**src/rtl/sync_pkg.sv**
```systemverilog
// Shared defaults and helpers for the multi-bit synchronizer / glitch filter.
package sync_pkg;

  localparam int SYNC_DEF_STAGES = 2;
  localparam int SYNC_DEF_STABLE = 4;

  // Width of a counter that must be able to hold values up to 'stable'.
  function automatic int sync_cnt_w(input int stable);
    return $clog2(stable + 1);
  endfunction

endpackage

```
**src/rtl/sync_bit_filter.sv**
```systemverilog
// Single-bit stability filter with registered rise/fall pulses.
// Only built when SYNC_GLITCH_FILTER_EN is defined.
`ifdef SYNC_GLITCH_FILTER_EN
module sync_bit_filter
  import sync_pkg::*;
#(
  parameter int   STABLE_CYCLES = SYNC_DEF_STABLE,
  parameter logic RESET_VALUE   = 1'b0
) (
  input  logic dest_clk,
  input  logic dest_reset_n,
  input  logic i_sync,
  output logic o_level,
  output logic o_rise,
  output logic o_fall
);

  localparam int CW = sync_cnt_w(STABLE_CYCLES);

  logic [CW-1:0] r_cnt;
  logic          r_filt;
  logic          r_rise;
  logic          r_fall;
  logic          w_update;

  // A new value is accepted on the STABLE_CYCLES-th consecutive differing cycle.
  assign w_update = (i_sync != r_filt) && (r_cnt == CW'(STABLE_CYCLES - 1));

  always_ff @(posedge dest_clk or negedge dest_reset_n) begin
    if (!dest_reset_n) begin
      r_cnt  <= '0;
      r_filt <= RESET_VALUE;
      r_rise <= 1'b0;
      r_fall <= 1'b0;
    end else begin
      r_rise <= w_update & i_sync;
      r_fall <= w_update & ~i_sync;
      if (i_sync == r_filt) begin
        r_cnt <= '0;
      end else if (w_update) begin
        r_filt <= i_sync;
        r_cnt  <= '0;
      end else begin
        r_cnt <= r_cnt + 1'b1;
      end
    end
  end

  assign o_level = r_filt;
  assign o_rise  = r_rise;
  assign o_fall  = r_fall;

endmodule
`endif

```
**src/rtl/sync_filter_array.sv**
```systemverilog
// Multi-bit N-stage synchronizer with per-bit edge pulses; the per-bit glitch
// filter is compiled in with SYNC_GLITCH_FILTER_EN.
module sync_filter_array
  import sync_pkg::*;
#(
  parameter int                    DATA_WIDTH    = 3,
  parameter int                    STAGES        = SYNC_DEF_STAGES,
  parameter int                    STABLE_CYCLES = SYNC_DEF_STABLE,
  parameter logic [DATA_WIDTH-1:0] RESET_VALUE   = '0
) (
  input  logic                  dest_clk,
  input  logic                  dest_reset_n,
  input  logic [DATA_WIDTH-1:0] async_data_i,
  output logic [DATA_WIDTH-1:0] sync_data_o,
  output logic [DATA_WIDTH-1:0] rise_o,
  output logic [DATA_WIDTH-1:0] fall_o
);

  if (STAGES < 2) begin : g_bad_stages
    $error("sync_filter_array: STAGES must be at least 2");
  end
  if (STABLE_CYCLES < 1) begin : g_bad_stable
    $error("sync_filter_array: STABLE_CYCLES must be at least 1");
  end

  logic [DATA_WIDTH-1:0] r_chain [STAGES];
  logic [DATA_WIDTH-1:0] w_s;

  always_ff @(posedge dest_clk or negedge dest_reset_n) begin
    if (!dest_reset_n) begin
      for (int k = 0; k < STAGES; k++) begin
        r_chain[k] <= RESET_VALUE;
      end
    end else begin
      r_chain[0] <= async_data_i;
      for (int k = 1; k < STAGES; k++) begin
        r_chain[k] <= r_chain[k-1];
      end
    end
  end

  assign w_s = r_chain[STAGES-1];

`ifdef SYNC_GLITCH_FILTER_EN
  logic [DATA_WIDTH-1:0] w_level;
  logic [DATA_WIDTH-1:0] w_rise;
  logic [DATA_WIDTH-1:0] w_fall;

  for (genvar i = 0; i < DATA_WIDTH; i++) begin : g_bit
    sync_bit_filter #(
      .STABLE_CYCLES (STABLE_CYCLES),
      .RESET_VALUE   (RESET_VALUE[i])
    ) u_filter (
      .dest_clk     (dest_clk),
      .dest_reset_n (dest_reset_n),
      .i_sync       (w_s[i]),
      .o_level      (w_level[i]),
      .o_rise       (w_rise[i]),
      .o_fall       (w_fall[i])
    );
  end

  assign sync_data_o = w_level;
  assign rise_o      = w_rise;
  assign fall_o      = w_fall;
`else
  logic [DATA_WIDTH-1:0] r_rise;
  logic [DATA_WIDTH-1:0] r_fall;

  // Pulses look one stage ahead so they coincide with the change on w_s.
  always_ff @(posedge dest_clk or negedge dest_reset_n) begin
    if (!dest_reset_n) begin
      r_rise <= '0;
      r_fall <= '0;
    end else begin
      r_rise <= r_chain[STAGES-2] & ~w_s;
      r_fall <= ~r_chain[STAGES-2] & w_s;
    end
  end

  assign sync_data_o = w_s;
  assign rise_o      = r_rise;
  assign fall_o      = r_fall;
`endif

endmodule

```
**config.mk**
```make
export PLATFORM = sky130hd
export DESIGN_NAME = sync_filter_array
export DESIGN_NICKNAME = d
export VERILOG_FILES = /design/src/rtl/sync_pkg.sv /design/src/rtl/sync_bit_filter.sv /design/src/rtl/sync_filter_array.sv
export SDC_FILE = /design/constraint.sdc
export NUM_CORES = 1
export LEC_CHECK = 0
export CAP_MARGIN = 25
export CELL_PAD_IN_SITES_DETAIL_PLACEMENT = 0
export CELL_PAD_IN_SITES_GLOBAL_PLACEMENT = 1
export CORE_AREA = 3 3 40 42
export CTS_CLUSTER_DIAMETER = 40
export DETAILED_ROUTE_END_ITERATION = 12
export DIE_AREA = 0 0 43 45
export GPL_TIMING_DRIVEN = 0
export HOLD_SLACK_MARGIN = 0.12
export PLACE_DENSITY = 0.72
export REMOVE_ABC_BUFFERS = 1
export SYNTH_ARGS = -nofsm -noshare
export SYNTH_HDL_FRONTEND = slang
export SYNTH_SLANG_ARGS = --single-unit
```
**constraint.sdc**
```tcl
create_clock -name dest_clk -period 1 [get_ports dest_clk]
set_clock_uncertainty 0.2 [all_clocks]
set_input_delay 0.15 -clock dest_clk [delete_from_list [all_inputs] [get_ports dest_clk]]
set_output_delay 0.15 -clock dest_clk [all_outputs]
set_load 0.05 [all_outputs]
```
==> impl_metrics.csv, run 1 <==
group,metric,value,unit
die,ios,14,
global_route,use_met3,2.79,%
drt,dr_total_vias,190,
drt,firstDrtPassIters,2,
clock_network,clock_sink_count,12,
logic_synthesis,synthCells,21,
die,rows,13,
logic_synthesis,synth_area,375,um2
timing,worst_slew_pin_slew,0.490,ns
global_route,grt_pass1_vias,206,
worst_hold_path,hp-class,"primary input to asynchronous set/reset pin",
logic_synthesis,ys_ff_latch,12,
timing,fin_crit_sh,116,%
die,start_util,29.2,%
worst_setup_path,path_cells,"buf_6",
worst_setup_path,slowest_delay,0.40,ns
run_status,violations,"setup timing",
die,core,1280,um2
clock_network,cts.reportedPaths.clkPinSlew,0.07,ns
timing,setup_viol,10,
logic_synthesis,avgSynthCellArea,17.9,um2
global_route,track_usage,6.02,%
global_route,use_met1,5.84,%
drt,drc,0,
drt,vias_per_cell,3.73,
global_route,top_usage_layer,"met2",
timing,rsz0062_at_grt,"true",
run_status,outcome,"complete, but fails checks",
cells_and_area,layout.nets,43,
worst_setup_path,path_class,"flop to output pin",
clock_network,clk_latency,0.26,ns
power,p_per_area,1700,nW/um2
global_route,antenna_found_initial,0,
drt,routed_wl,469,um
cells_and_area,drive_gt1_share,55.6,%
global_route,use_met2,8.68,%
place,globalplace.congestion,0.601,
clock_network,cts_root_buf,"clkbuf_4",
clock_network,clockBufferDepth,2,
logic_synthesis,synth_cell_types,3,
global_route,grt_overflow,0,
clock_network,htreeDepth,1,
cells_and_area,n_antenna_cell,0,
logic_synthesis,yosysSeqAreaShare,80.0,%
worst_setup_path,cp_max_fo,3,
timing,hold_viol,0,
worst_setup_path,arrival,0.81,ns
timing,postLayoutSetupSlackWorst,-0.163,ns
worst_setup_path,crit_path_start_kind,"flop",
logic_synthesis,synth_warnings,0,
die,die_w,43,um
clock_network,cts_made_buffers,3,
worst_setup_path,worstPathRequired,0.65,ns
drt,antenna_left,0,
timing,timing.fmax,0.860,GHz
power,peakVddDrop,0.000740,V
worst_setup_path,cp_top_family,"flip-flops",
drt,routedWlPerCell,9.20,um
timing,worst_hold_slack,0.0216,ns
worst_setup_path,worstSetupEndpointType,"output pin",
cells_and_area,final_core_util,43.1,%
global_route,grt_pass1_wl,793,um
die,die_h,45,um
drt,detail_route.iter0.violations,3,
worst_setup_path,cpMaxStageDelayCell,"dfrtp_1",
worst_setup_path,critPathBufInv,1,
job,max-cap-violations,0,
cells_and_area,area_growth,47.7,%
global_route,grt_max_degree,13,
timing,layout_min_cycle_time,1.16,ns
place,io_buffers,13,
timing,maxSlewViolCount,0,
power,p_leak,0.272,nW
timing,relSlewSlack,67.2,%
die,dieArea,1940,um2
clock_network,tritoncts,"done",
synthesized netlist by cell type, drive strengths merged:
cell type | number | area [um2]
dfrtp | 12 | 300
and2b | 6 | 52.6
buf | 3 | 22.5
power breakdown:
part / internal (W) / switching, W / total (W)
Sequential: 0.000510 / 0.0000138 / 0.000524
Clock: 0.000139 / 0.000128 / 0.000267
Combinational: 0.0000655 / 0.0000879 / 0.000153
area by class of cell:
| class | instances | area [um2] |
|---|---|---|
| Multi-Input combinational cell | 6 | 52.6 |
| Sequential cell | 12 | 300 |
| Tap cell | 15 | 18.8 |
| Clock buffer | 3 | 22.5 |
| Fill cell | 119 | 731 |
| Timing Repair Buffer | 15 | 160 |
sequential cells by signal, summed over array words and instances (netlist names):
signal,flops
rise_o,3
r_chain,3
sync_data_o,3
fall_o,3
path summary, 6_finish.rpt:
kind / startpoint / slack (ns) / cells past startpoint / to
min reg2reg: r_chain[3] / 0.19 / 0 / sync_data_o[0]
max reg2reg: sync_data_o[1] / -0.01 / 2 / fall_o[1]
min: dest_reset_n / 0.02 / 1 / rise_o[2]
min in group dest_clk: async_data_i[2] / 0.13 / 1 / r_chain[5]
max: sync_data_o[2] / -0.16 / 1 / sync_data_o[2]
max in group asynchronous: dest_reset_n / 0.25 / 1 / rise_o[0]
per-layer routing:
layer	vias to the layer above	routed length, um	part of all wire (%)
met1	83	165	35
li1	94	-	-
met3	2	72	15
met4	0	4	0.85
met2	11	226	48
met5	-	0	0
placed cells by master, fill, tap and decap left out:
cell,instances
dfrtp_1,12
buf_6,10
and2b_2,6
clkdlybuf4s50_1,4
clkbuf_4,3
buf_4,1
timing repair:
item	CTS	global route
setup endpoints to repair	9	13
gates resized for setup	63	1
setup buffers	2	2
hold endpoints to repair	14	12
kinds of logic after synthesis:
family,Yosys count,synth area share [%]
flip-flops,12,80.0
AND/OR/NAND/NOR,6,14.0
buffers and inverters,3,6.00
metrics by stage:
stage / cell area (um2) / instances / worst slack [ns] / TNS, ns / power (W)
finish: 554 / 51 / -0.163 / -1.25 / 0.000944
global route: 554 / 51 / -0.198 / -1.66 / 0.000999
CTS: 551 / 51 / -0.182 / -1.40 / 0.000966
detailed placement: 502 / 46 / -0.502 / -5.10 / 0.000673
global placement: 502 / 46 / -0.490 / -4.72 / 0.000670
floorplan: 353 / 18 / -0.192 / -0.980 / 0.000608
Note: power is estimated with default switching activity, not from simulation.
==> inputs of run 2 (changes only) <==
- SYNTH_HIERARCHICAL: unset -> 1
==> results of run 2 <==
No change in the layout: final DEF, timing and power equal those of run 1.
Among the figures that moved: Yosys warning count 0 -> 6
